### config.mk
export PLATFORM = sky130hd
export DESIGN_NAME = multicycle_sequencer
export DESIGN_NICKNAME = d
export VERILOG_FILES = /design/src/rtl/cpu_pkg.sv /design/src/rtl/opcode_classify.sv /design/src/rtl/multicycle_sequencer.sv
export SDC_FILE = /design/constraint.sdc
export NUM_CORES = 1
export LEC_CHECK = 0
export CAP_MARGIN = 10
export CORE_MARGIN = 2
export CORE_UTILIZATION = 63
export DETAILED_ROUTE_END_ITERATION = 8
export DONT_BUFFER_PORTS = 1
export PLACE_DENSITY_LB_ADDON = 0.08
export SLEW_MARGIN = 20
export SYNTH_ARGS = -nofsm -noshare
export SYNTH_HDL_FRONTEND = slang
export SYNTH_SLANG_ARGS = --single-unit
### constraint.sdc
create_clock -name clk -period 3.1 [get_ports clk]
set_input_delay 0.31 -clock clk [delete_from_list [all_inputs] [get_ports clk]]
set_output_delay 0.31 -clock clk [all_outputs]
set_load 0.05 [all_outputs]
### src/rtl/cpu_pkg.sv
// rtl/cpu_pkg.sv - shared opcode patterns, class/state enums and trap causes for the ARM-lite control path
package cpu_pkg;

  // Opcode bits [31:21]; '?' marks bits that are don't-care for decode.
  localparam logic [10:0] OP_ADDI = 11'b1001000100?;
  localparam logic [10:0] OP_ADDS = 11'b10101011000;
  localparam logic [10:0] OP_AND  = 11'b10001010000;
  localparam logic [10:0] OP_EOR  = 11'b11001010000;
  localparam logic [10:0] OP_LSR  = 11'b11010011010;
  localparam logic [10:0] OP_SUBS = 11'b11101011000;
  localparam logic [10:0] OP_LDUR = 11'b11111000010;
  localparam logic [10:0] OP_STUR = 11'b11111000000;
  localparam logic [10:0] OP_B    = 11'b000101?????;
  localparam logic [10:0] OP_BLT  = 11'b01010100???;
  localparam logic [10:0] OP_CBZ  = 11'b10110100???;

  typedef enum logic [2:0] {C_ALU, C_LOAD, C_STORE, C_BR, C_ILLEGAL} op_class_t;

  typedef enum logic [2:0] {S_FETCH, S_DECODE, S_EXEC, S_MEM, S_WB, S_TRAP} state_t;

  typedef enum logic [1:0] {BR_NONE, BR_B, BR_LT, BR_CBZ} br_kind_t;

  localparam logic [1:0] TC_NONE    = 2'b00;
  localparam logic [1:0] TC_ILLEGAL = 2'b01;
  localparam logic [1:0] TC_IMEM    = 2'b10;
  localparam logic [1:0] TC_DMEM    = 2'b11;

endpackage

### src/rtl/opcode_classify.sv
// rtl/opcode_classify.sv - combinational opcode class, flag-setting and branch-kind decode
module opcode_classify
  import cpu_pkg::*;
(
  input  logic [10:0] opcode,
  output op_class_t   op_class,
  output logic        is_flagset,
  output br_kind_t    br_kind
);

  // Map the instruction register opcode field onto its execution class.
  always_comb begin
    op_class   = C_ILLEGAL;
    is_flagset = 1'b0;
    br_kind    = BR_NONE;
    casez (opcode)
      OP_ADDI, OP_AND, OP_EOR, OP_LSR: op_class = C_ALU;
      OP_ADDS, OP_SUBS: begin
        op_class   = C_ALU;
        is_flagset = 1'b1;
      end
      OP_LDUR: op_class = C_LOAD;
      OP_STUR: op_class = C_STORE;
      OP_B: begin
        op_class = C_BR;
        br_kind  = BR_B;
      end
      OP_BLT: begin
        op_class = C_BR;
        br_kind  = BR_LT;
      end
      OP_CBZ: begin
        op_class = C_BR;
        br_kind  = BR_CBZ;
      end
      default: op_class = C_ILLEGAL;
    endcase
  end

endmodule

### src/rtl/multicycle_sequencer.sv
// rtl/multicycle_sequencer.sv - multicycle fetch/decode/exec/mem/writeback control FSM with memory timeouts and traps
module multicycle_sequencer
  import cpu_pkg::*;
#(
  parameter int CNT_W       = 32,
  parameter int MEM_TIMEOUT = 255
) (
  input  logic             clk,
  input  logic             reset,
  input  logic [10:0]      opcode,
  input  logic             imem_ready,
  input  logic             dmem_ready,
  input  logic             flag_n,
  input  logic             flag_v,
  input  logic             rt_zero,
  output logic             imem_req,
  output logic             ir_load,
  output logic             pc_en,
  output logic             pc_sel_branch,
  output logic             rf_we,
  output logic             dmem_re,
  output logic             dmem_we,
  output logic             flag_we,
  output logic             instr_done,
  output logic             trap,
  output logic [1:0]       trap_cause,
  output logic [CNT_W-1:0] instr_count
);

  localparam int WAIT_W = $clog2(MEM_TIMEOUT + 1);
  localparam logic [WAIT_W-1:0] TIMEOUT_VAL = WAIT_W'(MEM_TIMEOUT);

  state_t            state, state_next;
  logic [WAIT_W-1:0] wait_cnt;
  logic              waiting;
  logic              timed_out;
  logic              trap_r;
  logic [1:0]        cause_r, cause_next;
  op_class_t         op_class;
  logic              is_flagset;
  br_kind_t          br_kind;

  opcode_classify u_classify (
    .opcode    (opcode),
    .op_class  (op_class),
    .is_flagset(is_flagset),
    .br_kind   (br_kind)
  );

  // A ready on the timeout cycle still wins because ready is tested first below.
  assign timed_out  = (wait_cnt == TIMEOUT_VAL);
  assign trap       = trap_r;
  assign trap_cause = cause_r;

  // Next-state and strobe decode; strobes are forced low while reset is held.
  always_comb begin
    state_next    = state;
    cause_next    = cause_r;
    waiting       = 1'b0;
    imem_req      = 1'b0;
    ir_load       = 1'b0;
    pc_en         = 1'b0;
    pc_sel_branch = 1'b0;
    rf_we         = 1'b0;
    dmem_re       = 1'b0;
    dmem_we       = 1'b0;
    flag_we       = 1'b0;
    instr_done    = 1'b0;
    case (state)
      S_FETCH: begin
        imem_req = 1'b1;
        if (imem_ready) begin
          ir_load    = 1'b1;
          state_next = S_DECODE;
        end else if (timed_out) begin
          state_next = S_TRAP;
          cause_next = TC_IMEM;
        end else begin
          waiting = 1'b1;
        end
      end
      S_DECODE: begin
        if (op_class == C_ILLEGAL) begin
          state_next = S_TRAP;
          cause_next = TC_ILLEGAL;
        end else begin
          state_next = S_EXEC;
        end
      end
      S_EXEC: begin
        case (op_class)
          C_ALU: begin
            flag_we    = is_flagset;
            state_next = S_WB;
          end
          C_LOAD, C_STORE: state_next = S_MEM;
          C_BR: begin
            pc_en      = 1'b1;
            instr_done = 1'b1;
            state_next = S_FETCH;
            case (br_kind)
              BR_B:    pc_sel_branch = 1'b1;
              BR_LT:   pc_sel_branch = flag_n ^ flag_v;
              BR_CBZ:  pc_sel_branch = rt_zero;
              default: pc_sel_branch = 1'b0;
            endcase
          end
          default: begin
            state_next = S_TRAP;
            cause_next = TC_ILLEGAL;
          end
        endcase
      end
      S_MEM: begin
        if (op_class == C_LOAD) dmem_re = 1'b1;
        else                    dmem_we = 1'b1;
        if (dmem_ready) begin
          if (op_class == C_LOAD) begin
            state_next = S_WB;
          end else begin
            pc_en      = 1'b1;
            instr_done = 1'b1;
            state_next = S_FETCH;
          end
        end else if (timed_out) begin
          state_next = S_TRAP;
          cause_next = TC_DMEM;
        end else begin
          waiting = 1'b1;
        end
      end
      S_WB: begin
        rf_we      = 1'b1;
        pc_en      = 1'b1;
        instr_done = 1'b1;
        state_next = S_FETCH;
      end
      S_TRAP: state_next = S_TRAP;
      default: state_next = S_FETCH;
    endcase
    if (reset) begin
      imem_req      = 1'b0;
      ir_load       = 1'b0;
      pc_en         = 1'b0;
      pc_sel_branch = 1'b0;
      rf_we         = 1'b0;
      dmem_re       = 1'b0;
      dmem_we       = 1'b0;
      flag_we       = 1'b0;
      instr_done    = 1'b0;
    end
  end

  // State register.
  always_ff @(posedge clk) begin
    if (reset) state <= S_FETCH;
    else       state <= state_next;
  end

  // Wait counter restarts on every state change and counts stalled request cycles.
  always_ff @(posedge clk) begin
    if (reset || (state_next != state)) wait_cnt <= '0;
    else if (waiting)                   wait_cnt <= wait_cnt + 1'b1;
  end

  // Sticky trap flag and cause; the cause only moves on entry into TRAP.
  always_ff @(posedge clk) begin
    if (reset) begin
      trap_r  <= 1'b0;
      cause_r <= TC_NONE;
    end else begin
      if (state_next == S_TRAP) trap_r <= 1'b1;
      cause_r <= cause_next;
    end
  end

  // Retired-instruction counter, wrapping naturally at its width.
  always_ff @(posedge clk) begin
    if (reset)           instr_count <= '0;
    else if (instr_done) instr_count <= instr_count + 1'b1;
  end

endmodule

==> qor.csv <==
stage,metric,value,unit
synthesis,synthCells,331,
clocking,clock_latency,0.30,ns
clocking,htree_levels,2,
clocking,cts_setup_buffers,0,
synthesis,yosysWarnings,0,
die,coreArea,4086,um2
detailed_routing,num_vias,2455,
setup_path,start_kind,register,
grt,grt_antenna_before_repair,0,
detailed_routing,drc,0,
detailed_routing,wire_per_inst,15.40,um
detailed_routing,viasPerCell,6.153,
cells_and_area,multiInputGateArea,1682,um2
clocking,cts.sinks,46,
placed_design,dp_hpwl,4.392,mm
setup_path,critPathCaptureType,primary output,
synthesis,synth_largest_area_cell,dfxtp_1,
clocking,cts_resized,0,
synthesis,synth_compound_area_share,17.32,%
die,die_w,69.83,um
clocking,clkSlewWorstSetupHoldPaths,0.08,ns
pwr,finalPower,0.001170,W
setup_path,cp.required,2.79,ns
status,status,completed,
setup_path,arrival,2.57,ns
setup_path,cp_max_fo,31,
cells_and_area,antenna_cells,0,
sta,hold_viol_final,0,
setup_path,path_buf_inv,1,
min_path,hold_path.class,in2reg,
synthesis,muxShareOfSynthArea,0.7791,%
synthesis,ys_seq_elements,46,
synthesis,yosysSeqAreaShare,33.73,%
sta,slew_viol_final,0,
cells_and_area,area_delta_synth_final,11.27,%
die,initial_core_util,66.81,%
die,die_h,69.83,um
pwr,ir_worst_vdd,0.0003123,V
grt,grt.total_usage,26.21,%
die,dieArea,4876,um2
sta,tightestPinTransition,0.9904,ns
setup_path,slowest_delay,0.76,ns
sta,timing.final.crit_share,92.79,%
detailed_routing,first_pass_iters,4,
sta,fin_skew,0.005174,ns
cells_and_area,layout_commonest_cell,nor2_1,
synthesis,synth_top_flop_cell,dfxtp_1,
clocking,cts_buffers,5,
sta,setup_tns,0,ns
synthesis,synth_top_family_by_area,simple AND/OR/NAND/NOR gates,
synthesis,synth_area_leaders,"dfxtp_1 (34%), xnor2_1 (11%), nor2_1 (6.5%)",
setup_path,critPathSlowestCell,or3_1,
grt,grt_max_degree,48,
placed_design,io_buffer_count,0,
placed_design,gp_congestion,0.8745,
clocking,cts_tree,yes,
detailed_routing,wirelength,6.146,mm
clocking,clockRootBuffer,clkbuf_8,
synthesis,syn_area,2730,um2
clocking,clockBufferDepth,2,
die,rows,23,
synthesis,synth-adder-area-share,0.9166,%
detailed_routing,ant_nets,0,
cells_and_area,final_cell_mix,"nor2_1 (47), dfxtp_1 (46), xnor2_1 (33), buf_4 (31), nand3_1 (21)",
setup_path,worstPathCellList,and2b_1 > nand2_1 > or3_1 > a21oi_2 > buf_4,
job,drv_cap,0,
die,io_pins,62,
cells_and_area,fin_nets,368,
detailed_routing,drtIter0Drc,231,
grt,grt_first_pass_wirelength,10.65,mm
synthesis,async_flop_share,0,%
sta,fin_crit,2.877,ns
synthesis,synthXorXnorAreaFrac,11.55,%
synthesis,syn_area_per_cell,8.248,um2
synthesis,synth_fp_nets,351,
pwr,power_density,385.2,nW/um2
setup_path,critPathKind,reg2out,
grt,grt.overflow.total,0,
sta,rsz0062_at_grt,false,
cells_and_area,fillCellCount,314,
sta,finalSetupViolations,0,
sta,slew_headroom,33.97,%
sta,clock.fmax,347.6,MHz
clocking,cts_hold_buf,0,
cells_and_area,ff_latch_area,920.9,um2
synthesis,yosys.area.top_type_share,33.73,%
pwr,p_leak,0.9824,nW
synthesis,synth-edff-count,0,
synthesis,synth_cell_types,58,
setup_path,crit_family,simple AND/OR/NAND/NOR gates,
grt,first_global_vias,2373,
synthesis,yosys.area_share.simple,30.02,%
cells_and_area,drive_above_1_share,17.19,%
cell families (layout without fill, tap and decap cells):
family                     Yosys count  in the layout
and+or+nand+nor                    152            152
AOI/OAI and AO/OA                   63             63
DFF                                 46             46
xor gates and xnor gates            36             36
buffers and inverters               30             48
adders and majority gates            2              2
muxes                                2              2
layout make-up:
type                    instances  area share (%)
clock inverters                 1          0.9885
well taps                      50           2.059
inverters                       9           1.112
flip-flops and latches         46           30.31
clock buffers                   7           2.512
multi-input cells             255           55.35
repair buffers                 31           7.661
state kept, by name, summed over array words and instances, names as in the netlist:
signal / count
instr_count: 32
trap: 1
trap_cause: 2
state: 3
wait_cnt: 8
per-stage QoR:
step	hold slack [ns]	cell area [um2]	worst slack [ns]	utilization [%]	instances
2_1_floorplan	0.5150	2730	0.1120	-	331
3_3_place_gp	0.3832	2932	0.4545	71.74	391
3_5_place_dp	0.3874	2932	0.3885	71.74	391
4_1_cts	0.06267	3038	0.2496	74.34	399
5_1_grt	0.05638	3038	0.06368	74.34	399
6_report	0.07428	3038	0.2234	74.34	399
worst register-to-register path: cells and delay by family, from the launching register on:
family,cells,cell delay (ns)
simple gates,4,1.46
compound gates,1,0.29
mux,1,0.32
flops,1,0.61
synthesized netlist by cell type (5+ instances only):
| cell | n |
|---|---|
| a2111oi_0 | 14 |
| a211oi_1 | 9 |
| a21oi_1 | 14 |
| and3_1 | 7 |
| clkbuf_1 | 12 |
| dfxtp_1 | 46 |
| inv_1 | 9 |
| nand2_1 | 20 |
| nand3_1 | 21 |
| nand4_1 | 9 |
| nor2_1 | 47 |
| nor3_1 | 5 |
| nor3_2 | 8 |
| or3_1 | 5 |
| xnor2_1 | 33 |
final timing paths:
kind / end / cells after the start / slack (ns) / from
setup / recovery: pc_en / 5 / 0.22 / state[2]
hold / removal: state[1] / 1 / 0.07 / reset
setup reg to reg: instr_count[31] / 6 / 0.32 / state[2]
hold reg to reg: wait_cnt[6] / 2 / 0.56 / wait_cnt[6]
metal layers:
metal	GRT usage (%)	part of all wire (%)
met1	34.12	47
met2	40.95	44
met5	0	0
met4	8.761	1.5
met3	8.576	7.4
power breakdown:
group          internal (W)  total (W)  switching [W]
clock network      0.000241   0.000443       0.000202
logic             0.0000376   0.000101      0.0000634
registers          0.000598   0.000626      0.0000277
total              0.000877    0.00117       0.000293
Power figures use the tool's default switching activity.
